### config.mk
export PLATFORM = sky130hd
export DESIGN_NAME = ps2_host_ctrl
export DESIGN_NICKNAME = d
export VERILOG_FILES = /design/src/rtl/ps2_host_ctrl.sv
export SDC_FILE = /design/constraint.sdc
export NUM_CORES = 1
export LEC_CHECK = 0
export BUFFER_PORTS_ARGS = -buffer_cell sky130_fd_sc_hd__buf_2
export CAP_MARGIN = 15
export CORE_MARGIN = 1
export CORE_UTILIZATION = 35
export CTS_CLUSTER_DIAMETER = 100
export DETAILED_ROUTE_END_ITERATION = 16
export GPL_ROUTABILITY_DRIVEN = 0
export RECOVER_POWER = 25
export SETUP_SLACK_MARGIN = 0.3
export SLEW_MARGIN = 20
export SYNTH_ARGS = -nofsm -noshare
export SYNTH_HDL_FRONTEND = slang
export SYNTH_SLANG_ARGS = --single-unit
### constraint.sdc
create_clock -name CLOCK_50 -period 3.4 [get_ports CLOCK_50]
set_input_delay 0.17 -clock CLOCK_50 [delete_from_list [all_inputs] [get_ports CLOCK_50]]
set_output_delay 0.17 -clock CLOCK_50 [all_outputs]
set_load 0.01 [all_outputs]
### src/rtl/ps2_host_ctrl.sv
// Host-side PS/2 controller: receives checked device frames, sends host commands with ACK check.
// Pin-to-fall latency 2+FILTER_LEN cycles; cmd_ready only in IDLE with no device fall pending.
module ps2_host_ctrl #(
  parameter int INHIBIT_CYCLES = 5000,
  parameter int TIMEOUT_CYCLES = 750000,
  parameter int FILTER_LEN     = 8
) (
  input  logic       CLOCK_50,
  input  logic       Reset,
  input  logic       ps2_clk_in,
  input  logic       ps2_dat_in,
  output logic       ps2_clk_oe,
  output logic       ps2_dat_oe,
  input  logic       cmd_valid,
  input  logic [7:0] cmd_data,
  output logic       cmd_ready,
  output logic       rx_valid,
  output logic [7:0] rx_data,
  output logic       rx_err,
  output logic       tx_done,
  output logic       tx_err,
  output logic       busy
);

  localparam int INH_W = $clog2(INHIBIT_CYCLES + 1);
  localparam int TO_W  = $clog2(TIMEOUT_CYCLES + 1);
  localparam int FLT_W = $clog2(FILTER_LEN + 1);
  localparam logic [INH_W-1:0] INH_LAST = INH_W'(INHIBIT_CYCLES - 1);
  localparam logic [FLT_W-1:0] FLT_LAST = FLT_W'(FILTER_LEN - 1);
  // Abort is decided one cycle early so the registered strobe lands exactly
  // TIMEOUT_CYCLES cycles after the last fall.
  localparam logic [TO_W-1:0]  TO_LAST  = TO_W'(TIMEOUT_CYCLES - 2);

  typedef enum logic [2:0] {IDLE, RX, TX_INHIBIT, TX_BITS, TX_ACK, TX_WAIT} state_t;

  state_t           state, state_d;
  logic             clk_s1, clk_s2, dat_s1, dat_s2;
  logic             filt, filt_q, fall;
  logic [FLT_W-1:0] flt_cnt;
  logic [3:0]       bit_cnt, bit_d;
  logic [INH_W-1:0] inh_cnt, inh_d, inh_nxt;
  logic [TO_W-1:0]  to_cnt, to_d, to_inc;
  logic             to_hit;
  logic [10:0]      rx_sh, rx_sh_d, frame;
  logic [7:0]       tx_byte, tx_byte_d, rx_data_d;
  logic             tx_par, tx_par_d;
  logic             drive_low, drive_d;
  logic             rx_valid_d, rx_err_d, tx_done_d, tx_err_d;

  always_ff @(posedge CLOCK_50 or posedge Reset) begin
    if (Reset) begin
      clk_s1  <= 1'b1;
      clk_s2  <= 1'b1;
      dat_s1  <= 1'b1;
      dat_s2  <= 1'b1;
      filt    <= 1'b1;
      filt_q  <= 1'b1;
      flt_cnt <= '0;
    end else begin
      clk_s1 <= ps2_clk_in;
      clk_s2 <= clk_s1;
      dat_s1 <= ps2_dat_in;
      dat_s2 <= dat_s1;
      filt_q <= filt;
      if (clk_s2 == filt) begin
        flt_cnt <= '0;
      end else if (flt_cnt == FLT_LAST) begin
        filt    <= clk_s2;
        flt_cnt <= '0;
      end else begin
        flt_cnt <= flt_cnt + FLT_W'(1);
      end
    end
  end

  assign fall      = filt_q & ~filt;
  assign cmd_ready = (state == IDLE) && !fall && !Reset;
  assign busy      = (state != IDLE);
  assign ps2_dat_oe = drive_low;

  always_ff @(posedge CLOCK_50 or posedge Reset) begin
    if (Reset) begin
      state      <= IDLE;
      bit_cnt    <= '0;
      inh_cnt    <= '0;
      to_cnt     <= '0;
      rx_sh      <= '0;
      tx_byte    <= '0;
      tx_par     <= 1'b0;
      drive_low  <= 1'b0;
      ps2_clk_oe <= 1'b0;
      rx_data    <= 8'h00;
      rx_valid   <= 1'b0;
      rx_err     <= 1'b0;
      tx_done    <= 1'b0;
      tx_err     <= 1'b0;
    end else begin
      state      <= state_d;
      bit_cnt    <= bit_d;
      inh_cnt    <= inh_d;
      to_cnt     <= to_d;
      rx_sh      <= rx_sh_d;
      tx_byte    <= tx_byte_d;
      tx_par     <= tx_par_d;
      drive_low  <= drive_d;
      ps2_clk_oe <= (state_d == TX_INHIBIT);
      rx_data    <= rx_data_d;
      rx_valid   <= rx_valid_d;
      rx_err     <= rx_err_d;
      tx_done    <= tx_done_d;
      tx_err     <= tx_err_d;
    end
  end

  always_comb begin
    state_d    = state;
    bit_d      = bit_cnt;
    inh_d      = inh_cnt;
    to_d       = to_cnt;
    rx_sh_d    = rx_sh;
    tx_byte_d  = tx_byte;
    tx_par_d   = tx_par;
    drive_d    = drive_low;
    rx_data_d  = rx_data;
    rx_valid_d = 1'b0;
    rx_err_d   = 1'b0;
    tx_done_d  = 1'b0;
    tx_err_d   = 1'b0;
    frame      = {dat_s2, rx_sh[10:1]};
    inh_nxt    = inh_cnt + INH_W'(1);
    to_inc     = to_cnt + TO_W'(1);
    to_hit     = (to_cnt == TO_LAST);

    case (state)
      IDLE: begin
        drive_d = 1'b0;
        if (fall) begin
          state_d = RX;
          rx_sh_d = frame;
          bit_d   = 4'd1;
          to_d    = '0;
        end else if (cmd_valid) begin
          state_d   = TX_INHIBIT;
          tx_byte_d = cmd_data;
          tx_par_d  = ~^cmd_data;
          inh_d     = '0;
          drive_d   = (INHIBIT_CYCLES == 1);
        end
      end
      RX: begin
        if (fall) begin
          rx_sh_d = frame;
          to_d    = '0;
          if (bit_cnt == 4'd10) begin
            state_d = IDLE;
            bit_d   = '0;
            if (!frame[0] && frame[10] && (^frame[9:1])) begin
              rx_valid_d = 1'b1;
              rx_data_d  = frame[8:1];
            end else begin
              rx_err_d = 1'b1;
            end
          end else begin
            bit_d = bit_cnt + 4'd1;
          end
        end else if (to_hit) begin
          state_d  = IDLE;
          bit_d    = '0;
          rx_err_d = 1'b1;
        end else begin
          to_d = to_inc;
        end
      end
      TX_INHIBIT: begin
        // Our own clock pull-down produces a fall here; it is deliberately ignored.
        if (inh_cnt == INH_LAST) begin
          state_d = TX_BITS;
          bit_d   = '0;
          to_d    = '0;
          drive_d = 1'b1;
        end else begin
          inh_d   = inh_nxt;
          drive_d = (inh_nxt == INH_LAST);
        end
      end
      TX_BITS: begin
        if (fall) begin
          to_d  = '0;
          bit_d = bit_cnt + 4'd1;
          if (bit_cnt < 4'd8) begin
            drive_d = ~tx_byte[bit_cnt[2:0]];
          end else if (bit_cnt == 4'd8) begin
            drive_d = ~tx_par;
          end else begin
            drive_d = 1'b0;
            bit_d   = '0;
            state_d = TX_ACK;
          end
        end else if (to_hit) begin
          state_d  = IDLE;
          bit_d    = '0;
          drive_d  = 1'b0;
          tx_err_d = 1'b1;
        end else begin
          to_d = to_inc;
        end
      end
      TX_ACK: begin
        if (fall) begin
          to_d = '0;
          if (!dat_s2) begin
            state_d = TX_WAIT;
          end else begin
            state_d  = IDLE;
            tx_err_d = 1'b1;
          end
        end else if (to_hit) begin
          state_d  = IDLE;
          tx_err_d = 1'b1;
        end else begin
          to_d = to_inc;
        end
      end
      TX_WAIT: begin
        if (clk_s2 && dat_s2) begin
          state_d   = IDLE;
          tx_done_d = 1'b1;
        end else if (to_hit) begin
          state_d  = IDLE;
          tx_err_d = 1'b1;
        end else begin
          to_d = to_inc;
        end
      end
      default: begin
        state_d = IDLE;
        drive_d = 1'b0;
      end
    endcase
  end

endmodule

# Word level (Yosys, flattened, before mapping)
# Index checks and enable logic that the tools add are counted.
[classes] add_sub_neg=4 n_lt_le_gt_ge=2 eq_ne=20 mux=58 bitwise=7 n_reduce_logical=26
[op_table] operator="$mux W20" count=5
[op_table] operator="$pmux W20 S4" count=1
[op_table] operator="$mux W4" count=10
[op_table] operator="$mux W13" count=3
[op_table] operator="$mux W3" count=12
[op_table] operator="$eq A13 B13 Y1 const B" count=2
[op_table] operator="$pmux W13 S2" count=1
[op_table] operator="$mux W1" count=21
[op_table] operator="$add A20 B1 Y20 const B" count=1
[op_table] operator="$eq A20 B20 Y1 const B" count=1
[op_table] operator="$pmux W3 S6" count=1
[op_table] operator="$pmux W4 S4" count=1
[op_table] operator="$add A13 B1 Y13 const B" count=1
[op_table] operator="$ne A2 B2 Y1 const B" count=6
[op_table] operator="$reduce_and A4 Y1" count=3
[op_table] operator="$eq A3 B2 Y1 const B" count=3
[op_table] operator="$reduce_xor A9 Y1" count=1
[op_table] operator="$add A4 B1 Y4 const B" count=2
[op_table] operator="$eq A4 B4 Y1 const B" count=2
[op_table] operator="$reduce_bool A4 Y1" count=2
[op_table] operator="$reduce_xnor A8 Y1" count=1
[op_table] operator="$eq A3 B3 Y1 const B" count=2
[op_table] operator="$not A1 Y1" count=6
[op_table] operator="$pmux W1 S3" count=2
[op_table] operator="17 further kinds" count=27
[word_totals] regBits=84 input_bits=13 output_inout_bits=16 elab_cells=138

# Longest topological paths before layout
[logic_depth] word_depth=7 depth_mapped=9

# Worst setup path before layout
# OpenSTA, ideal clock, no wires.
[synth_timing] kind="register to register" start="reg inh_cnt[1]" end="reg to_cnt[19]" setup_ps=69 t_arrival_ps=2553 path_slack_ps=778 stages_incl_launch_ff=9 n_path_buf=2 synth_period_minus_slack_ps=2622 cell_sequence="dfrtp_1 > ha_1 > clkbuf_1 > nand4_1 > o41a_1 > or3_4 > buf_6 > or4_1 > nand3_1"
[synth_via] elab_chain_cells=3
[synth_rtl] element="start, declared" line="41" text="logic [INH_W-1:0] inh_cnt, inh_d, inh_nxt;"
[synth_rtl] element="start signal, assigned" line="100" text="inh_cnt <= inh_d;"
[synth_rtl] element="$eq A13 B13 Y1" line="176" text="if (inh_cnt == INH_LAST) begin"
[synth_rtl] element="$ne A2 B2 Y1 (no line)"
[synth_rtl] element="$reduce_and A4 Y1 (no line)"
[synth_rtl] element="end signal, assigned" line="101" text="to_cnt <= to_d;"
[synth_rtl] element="end, declared" line="42" text="logic [TO_W-1:0] to_cnt, to_d, to_inc;"
# No other way between the ends.
# A chain may end at the register's enable or synchronous reset.

# Final worst setup path
[layout_timing] start="reg inh_cnt[1]" end="reg to_cnt[4]"
# The elaborated chain is that of the path after synthesis.

==> reports/results.txt <==
The run gives 16900 microns as the global-route wire length before repair. The flow ran to the end, but the final reports show violations. The number of buffers between clock root and the deepest sink is 2. The busiest layer in global routing was met2.

The worst-case headroom to the max-slew limit is -0.329. The async set-reset flop share out of synthesis is 1.00, and the number of buffers created by CTS is 9. From left edge to right edge, the die measures 116 microns. Count of antenna diodes in the layout: 0. The count of input and output buffers was 28. Setup total negative slack on the finished layout was measured at 0 ns. At the end of the flow, the number of nets in the layout was 503. Clock latency on the worst-skew pair, taken at its later pin, is 0.35 ns. The transition time at the pin with the least slew margin is 1.98 ns. The H-tree was split into 3 levels. The most used flip-flop cell after synthesis is sky130_fd_sc_hd__dfrtp_1. For the HPWL after detailed placement, the log shows 6870 microns. Final count of hold timing violations: 0. The total via count after detailed routing was 3601. The number of instances in the synthesized netlist is 457. The worst slack on hold paths is 0.0828 ns, and the final count of pins violating max slew is 46. Clock skew on the completed layout was measured at 0.00659 ns. The worst setup path is captured at a flip-flop.

Setup repair after global routing left no endpoint under its margin. The floorplan core area was 12700 sq um; the power density over cell area was 431 nW/um^2. 29 I/O pins were placed. The initial antenna violation count was 0; the area growth from synthesis to layout was 14.5%. The total number of yosys warnings is 0, and the share of synthesized area occupied by flip-flops and latches is 0.457. The global routing met3 resource utilization came out at 0.0384. The worst hold path class is in -> reg. The total of flip-flops plus latches after synthesis was 83; the distinct cell type count after synthesis was 59. The first TritonRoute pass finished after 4 iterations. The number of nets produced by synthesis is 478, and the remaining antenna violation count is 0. The arrival time of the worst setup path is 3.04 ns, and the largest net degree at the start of global routing is 46.

Reported max-cap violation count: 1. The met1 global-route usage is 0.218. The count of flip-flops with a built-in enable after synthesis came out at 0. Dividing the synthesized area by the synthesized cell count gives 9.97 sq um. The library cell used as clock root buffer is sky130_fd_sc_hd__clkbuf_16.

After filler insertion, the fill cell instance count of the layout stands at 1272. The register clock-pin slew on the reported worst setup and hold paths was 0.07 ns; the DRC violation total after the first TritonRoute iteration was 191. In this run the static leakage power is 2.14 nW.

The initial cell density of the core is 0.360. Global routing finished with a remaining overflow of 0. The number of global-route vias before repair is 3408. The die extent in y was 116 microns; the number of remaining DRC errors was 0.

Dividing the detail-routed via count by the number of cells gives 5.46. The number of setup buffers added after CTS is 0. The layout cell share with drive strength beyond 1 was 0.183; the final wirelength was 9970 microns. The tools report the highest attainable clock frequency as 361 MHz.

Setup violations remaining at the end of the flow were counted as 0. For the netlist area before placement, the log shows 4560 sq um. TritonCTS built the clock tree.

The run gives 371 uV as the maximum vdd drop. The final cycle utilization of the critical path was 0.815. Ranked by total cell area, the synthesized netlist is headed by sky130_fd_sc_hd__dfrtp_1 (42%), sky130_fd_sc_hd__mux2_2 (7.4%), sky130_fd_sc_hd__o21ai_0 (3.8%), sky130_fd_sc_hd__dfstp_2 (3.5%), sky130_fd_sc_hd__xnor2_1 (3.1%). STA puts the critical path data required time at 3.67 ns.

The overall fraction of global-route tracks in use came out at 0.161. The type of element launching the critical path is a flip-flop. The fraction of post-synthesis cell area in the top cell type by area came out at 0.423. The checks that failed: max-capacitance violations, max-slew violations. The shortest period the worst path allows works out to 2.77 ns. The tree built by TritonCTS fans out to 83 sinks. The synthesized design spends more area on one cell type than any other, namely sky130_fd_sc_hd__dfrtp_1. The tools report the number of cell rows as 41.

The run gives 0.254 as the met2 routing resource usage after global routing. Of all nets on the critical path, the largest fanout is 24. The per-cell routed wire length is 15.1 microns. The die covers 13500 sq um. The setup path with the least slack is of type reg -> reg.
==> placed cells by master (no fill, tap or decap), drive strengths merged, types with 11 or more instances in the layout <==
cell / instances
dfrtp: 77
o21ai: 35
nand2: 34
mux2: 30
buf: 25
clkbuf: 24
nor2: 19
nand4: 17
xnor2: 16
a21oi: 15
inv: 14
o31ai: 13
nand3: 13
nor3: 13
and2: 11
==> routing by layer <==
metal	routed length (microns)	share of wire	up-vias
met5	0	0	-
met4	105	0.011	0
met3	353	0.035	9
met2	4700	0.47	66
met1	4820	0.48	1761
li1	-	-	1765
==> through the flow <==
| step | instances | setup slack [ns] | power (mW) | area (sq um) | utilization |
|---|---|---|---|---|---|
| floorplan | 457 | 0.778 | 1.18 | 4560 | - |
| global route | 659 | 0.440 | 2.34 | 5220 | 0.412 |
| global placement | 640 | 0.722 | 1.22 | 4890 | 0.386 |
| finish | 659 | 0.630 | 2.25 | 5220 | 0.412 |
| detailed placement | 640 | 0.650 | 1.22 | 4890 | 0.386 |
| CTS | 659 | 0.633 | 2.28 | 5240 | 0.413 |
==> report_power, final <==
group	leakage (nW)	total [mW]	internal, mW	switching (mW)
clock	0.153	1.04	0.591	0.454
sequential	1.12	1.04	1.02	0.0214
combinational	0.873	0.160	0.0586	0.102
==> worst max-delay path, stage by stage (launching register included) <==
cell and delay [ns]:
sky130_fd_sc_hd__dfrtp_1 0.42, sky130_fd_sc_hd__ha_1 0.33, sky130_fd_sc_hd__nand4_1 0.26, sky130_fd_sc_hd__o41a_1 0.48
sky130_fd_sc_hd__or3_4 0.52, sky130_fd_sc_hd__or4_1 0.54, sky130_fd_sc_hd__a21oi_1 0.16
==> final cells by class <==
| class | instances | area [sq um] | share of cell area |
|---|---|---|---|
| Clock buffer | 9 | 225 | 0.0432 |
| Multi-Input combinational cell | 333 | 2310 | 0.443 |
| Timing Repair Buffer | 43 | 241 | 0.0463 |
| Tap cell | 172 | 215 | 0.0412 |
| Inverter | 12 | 46.3 | 0.00887 |
| Clock inverter | 7 | 93.8 | 0.0180 |
| Sequential cell | 83 | 2080 | 0.400 |
==> logic make-up after synthesis <==
family / after synthesis / share of synthesized area
simple gates: 157 / 0.192
compound gates: 115 / 0.167
flops: 83 / 0.457
buf+inv: 41 / 0.0371
mux: 32 / 0.0813
xor+xnor: 21 / 0.0434
fa+ha+maj: 8 / 0.0220
==> cells in the mapped netlist, types with 5 or more instances <==
cell type and n:
sky130_fd_sc_hd__clkbuf_1 25, sky130_fd_sc_hd__and2_1 8, sky130_fd_sc_hd__nand2b_1 6, sky130_fd_sc_hd__o21ai_0 35
sky130_fd_sc_hd__dfstp_2 6, sky130_fd_sc_hd__nor2_1 19, sky130_fd_sc_hd__or4_1 8, sky130_fd_sc_hd__a21oi_1 15
sky130_fd_sc_hd__nor4_1 6, sky130_fd_sc_hd__dfrtp_1 77, sky130_fd_sc_hd__o211ai_1 5, sky130_fd_sc_hd__nand2_1 34
sky130_fd_sc_hd__a211oi_1 5, sky130_fd_sc_hd__xnor2_1 16, sky130_fd_sc_hd__nor2b_1 5, sky130_fd_sc_hd__inv_1 11
sky130_fd_sc_hd__mux2_2 30, sky130_fd_sc_hd__o31ai_1 13, sky130_fd_sc_hd__nor3_1 11, sky130_fd_sc_hd__and4_1 5
sky130_fd_sc_hd__and3_1 5, sky130_fd_sc_hd__a31oi_1 9, sky130_fd_sc_hd__nand3_1 13, sky130_fd_sc_hd__nand4_1 17
sky130_fd_sc_hd__ha_1 8
==> what timing repair did <==
item / in CTS / in global routing
hold endpoints to repair: 45 / 0
hold buffers: 3 / 0
resized for setup: 0 / 0
endpoints found under the setup margin: 0 / 0
==> flip-flops by register name, summed over array words and instances, names as in the netlist, 3 cells and up <==
name and cells:
to_cnt 20, flt_cnt 4, tx_byte 8, rx_sh 10, rx_data 8, bit_cnt 4, state 3, inh_cnt 13
==> worst paths after layout <==
check / start / end / slack [ns] / depth (start not counted)
worst max-delay path: inh_cnt[1] / to_cnt[4] / 0.63 / 6
min in group asynchronous: Reset / inh_cnt[9] / 0.90 / 3
worst max register to register: inh_cnt[1] / to_cnt[4] / 0.63 / 6
max in group asynchronous: Reset / dat_s1 / 1.42 / 4
worst min-delay path: cmd_data[2] / tx_byte[2] / 0.08 / 2
worst min register to register: clk_s1 / clk_s2 / 0.36 / 0
Note: power is estimated with default switching activity, not from simulation.
